===== src/rtl/mmio_pkg.sv =====
// Shared constants for the MMIO responder: region default and register offsets.
// Offsets are byte offsets within the region; only bits [7:2] are decoded.
package mmio_pkg;

    localparam logic [3:0] MMIO_REGION_DFLT = 4'h8;

    localparam logic [7:0] MMIO_UART_CTRL = 8'h00;
    localparam logic [7:0] MMIO_UART_RX   = 8'h04;
    localparam logic [7:0] MMIO_UART_TX   = 8'h08;
    localparam logic [7:0] MMIO_CYCLE_CNT = 8'h10;
    localparam logic [7:0] MMIO_INST_CNT  = 8'h14;
    localparam logic [7:0] MMIO_CNT_RST   = 8'h18;

    // Word index used by the address decoder.
    function automatic logic [5:0] word_sel(input logic [7:0] off);
        return off[7:2];
    endfunction

endpackage


===== src/rtl/mmio_counter.sv =====
// Free-running counter with increment enable and a clear that beats increment.
// Wraps modulo 2^W.
module mmio_counter #(
    parameter int W = 32
) (
    input  logic         clk,
    input  logic         rst,
    input  logic         inc,
    input  logic         clr,
    output logic [W-1:0] count
);

    // Clear (and reset) win over increment so a clear always reads back as zero.
    always_ff @(posedge clk) begin
        if (rst || clr) begin
            count <= '0;
        end else if (inc) begin
            count <= count + 1'b1;
        end
    end

endmodule


===== src/rtl/mmio_responder.sv =====
// MMIO target beside dmem: UART TX/RX handshakes plus cycle and retire counters.
// Load data and hit flag are registered to line up with the dmem read path.
module mmio_responder
    import mmio_pkg::*;
#(
    parameter logic [3:0] MMIO_REGION = MMIO_REGION_DFLT,
    parameter int          CNT_W       = 32
) (
    input  logic        clk,
    input  logic        rst,
    input  logic        req_valid,
    input  logic        req_we,
    input  logic [31:0] req_addr,
    input  logic [31:0] req_wdata,
    input  logic [3:0]  req_be,
    input  logic        inst_retire,
    output logic [31:0] rsp_rdata,
    output logic        rsp_hit,
    output logic [7:0]  uart_tx_data,
    output logic        uart_tx_valid,
    input  logic        uart_tx_ready,
    input  logic [7:0]  uart_rx_data,
    input  logic        uart_rx_valid,
    output logic        uart_rx_ready
);

    localparam logic [5:0] SEL_CTRL = word_sel(MMIO_UART_CTRL);
    localparam logic [5:0] SEL_RX   = word_sel(MMIO_UART_RX);
    localparam logic [5:0] SEL_TX   = word_sel(MMIO_UART_TX);
    localparam logic [5:0] SEL_CYC  = word_sel(MMIO_CYCLE_CNT);
    localparam logic [5:0] SEL_INS  = word_sel(MMIO_INST_CNT);
    localparam logic [5:0] SEL_CRST = word_sel(MMIO_CNT_RST);

    logic             hit;
    logic             ld;
    logic             st;
    logic [5:0]       sel;
    logic             cnt_clr;
    logic             tx_take;
    logic [CNT_W-1:0] cyc_cnt;
    logic [CNT_W-1:0] ins_cnt;
    logic [31:0]      rd_val;
    logic             unused_bits;

    assign hit = req_valid && (req_addr[31:28] == MMIO_REGION);
    assign ld  = hit && !req_we;
    assign st  = hit && req_we;
    assign sel = req_addr[7:2];

    assign cnt_clr = st && (sel == SEL_CRST) && (req_be != 4'b0000);

    // A new TX byte is accepted when the holding register is empty or being
    // drained this very cycle; otherwise the store is dropped.
    assign tx_take = st && (sel == SEL_TX) && req_be[0]
                     && (!uart_tx_valid || uart_tx_ready);

    assign uart_rx_ready = ld && (sel == SEL_RX) && !rst;

    assign unused_bits = ^{req_addr[27:8], req_addr[1:0],
                           req_wdata[31:8], req_be[3:1]};

    mmio_counter #(.W(CNT_W)) u_cyc_cnt (
        .clk   (clk),
        .rst   (rst),
        .inc   (1'b1),
        .clr   (cnt_clr),
        .count (cyc_cnt)
    );

    mmio_counter #(.W(CNT_W)) u_ins_cnt (
        .clk   (clk),
        .rst   (rst),
        .inc   (inst_retire),
        .clr   (cnt_clr),
        .count (ins_cnt)
    );

    // Read mux: register values as seen in the request cycle.
    always_comb begin
        rd_val = 32'h0;
        case (sel)
            SEL_CTRL: rd_val = {30'b0, uart_rx_valid, ~uart_tx_valid};
            SEL_RX:   rd_val = {24'b0, uart_rx_data};
            SEL_CYC:  rd_val = 32'(cyc_cnt);
            SEL_INS:  rd_val = 32'(ins_cnt);
            default:  rd_val = 32'h0;
        endcase
    end

    // Registered load response; zero on anything but an MMIO load.
    always_ff @(posedge clk) begin
        if (rst) begin
            rsp_rdata <= 32'h0;
            rsp_hit   <= 1'b0;
        end else begin
            rsp_rdata <= ld ? rd_val : 32'h0;
            rsp_hit   <= ld;
        end
    end

    // TX holding register: load on accept, drop valid on handshake.
    always_ff @(posedge clk) begin
        if (rst) begin
            uart_tx_valid <= 1'b0;
            uart_tx_data  <= 8'h00;
        end else if (tx_take) begin
            uart_tx_valid <= 1'b1;
            uart_tx_data  <= req_wdata[7:0];
        end else if (uart_tx_valid && uart_tx_ready) begin
            uart_tx_valid <= 1'b0;
        end
    end

endmodule


===== config.mk =====
export PLATFORM = sky130hd
export DESIGN_NAME = mmio_responder
export DESIGN_NICKNAME = d
export VERILOG_FILES = /design/src/rtl/mmio_pkg.sv /design/src/rtl/mmio_counter.sv /design/src/rtl/mmio_responder.sv
export SDC_FILE = /design/constraint.sdc
export NUM_CORES = 1
export LEC_CHECK = 0
export CAP_MARGIN = 20
export CORE_ASPECT_RATIO = 0.6
export CORE_MARGIN = 2
export CORE_UTILIZATION = 45
export CTS_CLUSTER_SIZE = 40
export DETAILED_ROUTE_END_ITERATION = 12
export DONT_BUFFER_PORTS = 1
export PLACE_DENSITY_LB_ADDON = 0.25
export SYNTH_ARGS = -nofsm -noshare
export SYNTH_HDL_FRONTEND = slang
export SYNTH_HIERARCHICAL = 1
export SYNTH_SLANG_ARGS = --single-unit

===== constraint.sdc =====
create_clock -name clk -period 2.9 [get_ports clk]
set_input_delay 0.87 -clock clk [delete_from_list [all_inputs] [get_ports clk]]
set_output_delay 0.87 -clock clk [all_outputs]
set_load 0.05 [all_outputs]

==> results of run 1 <==
## flip-flops by register name, summed over array words and instances, names as in the netlist
name and cells:
uart_tx_valid 1, rsp_rdata 32, rsp_hit 1, uart_tx_data 8, u_ins_cnt/count 32, u_cyc_cnt/count 32
## routing by layer
metal / global-route usage, % / part of all wire, % / wire (µm) / up-vias
met5: 0 / 0 / 0 / -
met4: 5.84 / 1.4 / 162 / 0
met3: 4.34 / 5.0 / 572 / 15
met2: 27.9 / 44 / 5040 / 115
met1: 29.1 / 50 / 5700 / 1894
li1: - / - / - / 1896
## metrics by stage
step | instances | instance area [µm²] | total power (µW) | setup slack [ns]
finish | 661 | 5330 | 2770 | 0.0159
CTS | 661 | 5330 | 2800 | -0.0113
global placement | 646 | 5020 | 1580 | 0.00305
floorplan | 527 | 4880 | 1580 | -0.171
detailed placement | 646 | 5020 | 1580 | -0.108
global route | 661 | 5330 | 2870 | -0.0721
## critical path, delay by kind of cell
| family | cells | cell delay (ns) |
|---|---|---|
| simple gates | 4 | 0.97 |
| buf+inv | 1 | 0.17 |
## layout make-up
type / count / area (µm²) / area share, %
multi-input cells: 390 / 2620 / 49.2
clock inverters: 5 / 53.8 / 1.01
clock buffers: 10 / 239 / 4.49
repair buffers: 11 / 120 / 2.25
well taps: 139 / 174 / 3.26
flip-flops and latches: 106 / 2120 / 39.8
## power by group through the flow
stage | Clock, µW | Combinational, µW | Sequential [µW]
3_3_place_gp | 0 | 76.9 | 1500
5_1_grt | 1310 | 87.9 | 1470
6_report | 1220 | 80.2 | 1470
2_1_floorplan | 0 | 79.7 | 1500
4_1_cts | 1250 | 80.0 | 1470
3_5_place_dp | 0 | 78.5 | 1510
## repair_timing
item | in CTS | in global routing
endpoints found under the setup margin | 1 | 1
resized for setup | 2 | 0
pin swaps | 0 | 0
## how the worst max path moves through the flow
stage          depth (start not counted)          from            end  slack, ns
5_1_grt                                5  req_addr[29]  uart_rx_ready      -0.07
2_1_floorplan                          4  req_addr[29]  uart_rx_ready      -0.17
4_1_cts                                5  req_addr[29]  uart_rx_ready      -0.01
3_3_place_gp                           5  req_addr[29]  uart_rx_ready      0.003
6_report                               5  req_addr[29]  uart_rx_ready       0.02
3_5_place_dp                           5  req_addr[29]  uart_rx_ready      -0.11
## logic make-up (layout without fill, tap and decap cells)
family | Yosys count | count (layout)
other cells | 1 | 1
mux | 48 | 48
xor+xnor | 24 | 24
fa+ha+maj | 2 | 2
flops | 106 | 106
buf+inv | 31 | 26
compound gates | 73 | 73
simple gates | 242 | 242
## layout by cell type, fill, tap and decap left out, types with 2 or more instances in the layout
| master | netlist | final |
|---|---|---|
| or3_1 | 25 | 24 |
| and4_2 | 2 | 2 |
| a22oi_1 | 5 | 5 |
| nand4_1 | 19 | 19 |
| clkinv_2 | 0 | 3 |
| ha_1 | 2 | 2 |
| a211oi_1 | 2 | 2 |
| xor2_1 | 18 | 18 |
| o31ai_1 | 16 | 16 |
| or4_1 | 17 | 17 |
| nand3_2 | 10 | 10 |
| a21oi_1 | 32 | 32 |
| buf_4 | 6 | 8 |
| or2_2 | 2 | 2 |
| nand2b_1 | 17 | 17 |
| clkbuf_16 | 0 | 9 |
| and3_2 | 2 | 2 |
| buf_12 | 0 | 3 |
| dfxtp_1 | 106 | 106 |
| nor3_1 | 4 | 4 |
| xnor2_1 | 6 | 6 |
| nand4_2 | 2 | 2 |
| and4_1 | 10 | 10 |
| and3_1 | 6 | 6 |
| a31oi_1 | 2 | 2 |
| nand4_4 | 2 | 2 |
| or3_4 | 1 | 2 |
| mux2_2 | 6 | 6 |
| nor2_1 | 65 | 65 |
| nand3_1 | 16 | 16 |
| o21ai_0 | 14 | 14 |
| a41o_1 | 2 | 2 |
| mux2i_1 | 41 | 41 |
| nor4_1 | 2 | 2 |
| nand2_1 | 29 | 28 |
| and2_1 | 4 | 4 |
==> metrics.cfg, run 1 <==
[power]
cellInternalPower_uw=2190
powerDensity_nw_per_um2=521
seqPwrFrac_pct=53.1
clkPwrFrac_pct=44.0
pwr-share-comb_pct=2.9
power_leakage_uw=0.00183
swShare_pct=20.9
p_switching_uw=581
irDropWorstVdd_mv=0.290

[clock_network]
ctsHoldBuffers=0
cts_buffers=9
clock_path_buffers=2
cts_post_setup_buffers_inserted=0
cts_htree_levels=3
cts_tree=yes
root_buffer=clkbuf_16
clk_pin_slew_ns=0.07
clock_latency_ns=0.35
clock_sinks=106

[yosys]
yosysMostFrequentCell=dfxtp_1
async_flop_share_pct=0
synthTopCellsByCount=dfxtp_1, nor2_1, mux2i_1
synth-seq-cells=106
synth_xor_area_share_pct=4.32
synth_edf_count=0
synth_compound_area_share_pct=8.94
synth.distinct_cells=46
syn_nets=612
synthesis.area_um2=4870
synthCells=527
synth-simple-area-share_pct=29.1
synth_top_family_by_area=simple AND/OR/NAND/NOR gates
yosys-mux-area-fraction_pct=10.3
yosysTopAreaCellShare_pct=43.6
synth-seq-area-share_pct=43.6
yosysTopAreaCell=dfxtp_1
ys_warn_count=6
synthTopCellsByArea=dfxtp_1, mux2i_1, nor2_1
syn_avg_cell_area_um2=9.24
synthAdderAreaFrac_pct=0.514
synth-main-ff-cell=dfxtp_1

[job]
max-cap-violations=0

[timing]
holdWs_ns=0.484
skew_ns=0.00542
tightest_slew_ns=0.547
period_share_pct=99.5
final.setup.tns_ns=0
fin_crit_ns=2.88
finalHoldViolCount=0
setup_viol=0
drv_slew=0
rsz0062_at_grt=yes
timing.fmax_ghz=0.347
slew_headroom_pct=63.5

[cells_and_area]
drive_gt1_share_pct=11.3
fin_util_pct=50.5
syn2layout_area_growth_pct=9.40
layout.nets=603
fillCellCount=957
n_antenna_cell=0

[place]
portBuffers=0
gp_congestion=0.819
dp_hpwl_um=8300

[worst_setup_path]
worstReg2RegEnd=u_cyc_cnt/count[27]$_SDFFE_PP0P_
crit_path_cell_trace=or3_4, nor4_4, nand2_2, nor3b_4, buf_12
crit_arrival_ns=2.01
crit_type=input port to output port
slowest_stage=or3_4
critPathCaptureType=output port
crit_fanout=3
reg2reg_from=u_cyc_cnt/count[3]$_SDFFE_PP0P_
max_stage_delay_ns=0.39
regToRegSetupSlack_ns=0.84
reg2reg_depth=4
required_ns=2.03
cp-start-kind=input port

[grt]
grt_first_pass_wirelength_um=18300
grt_max_degree=38
grt-ovfl-total=0
antenna_found_initial=0
track_usage_pct=19.5
grt_pass1_vias=3470

[route]
totalWireLength_um=11500
drtIter0Drc=340
drc=0
ant_nets=0
vias_per_cell=5.93
wire_per_inst_um=17.4
dr.pass1.iters=5
dr_total_vias=3920

[hold_path]
hp-start=u_ins_cnt/count[31]$_SDFFE_PP0P_
hold_depth=2
holdPathEnd=u_ins_cnt/count[31]$_SDFFE_PP0P_
hold_path.class=flop to flop

[floorplanning]
pin_count=126
dieArea_um2=11700
core_um2=10600
rows=29
fp.dieW_um=138
chipHeight_um=84.6
start_util_pct=46.1

[run_status]
status=finished clean

No activity file was read; power rests on OpenSTA's default activity.
==> run 2: changes to the inputs <==
--- a/config.mk
+++ b/config.mk
@@ -13,6 +13,7 @@
 export DETAILED_ROUTE_END_ITERATION = 12
 export DONT_BUFFER_PORTS = 1
 export PLACE_DENSITY_LB_ADDON = 0.25
+export SLEW_MARGIN = 30
 export SYNTH_ARGS = -nofsm -noshare
 export SYNTH_HDL_FRONTEND = slang
 export SYNTH_HIERARCHICAL = 1
==> results of run 2 <==
Final layout, timing and power as in run 1 (identical DEF).
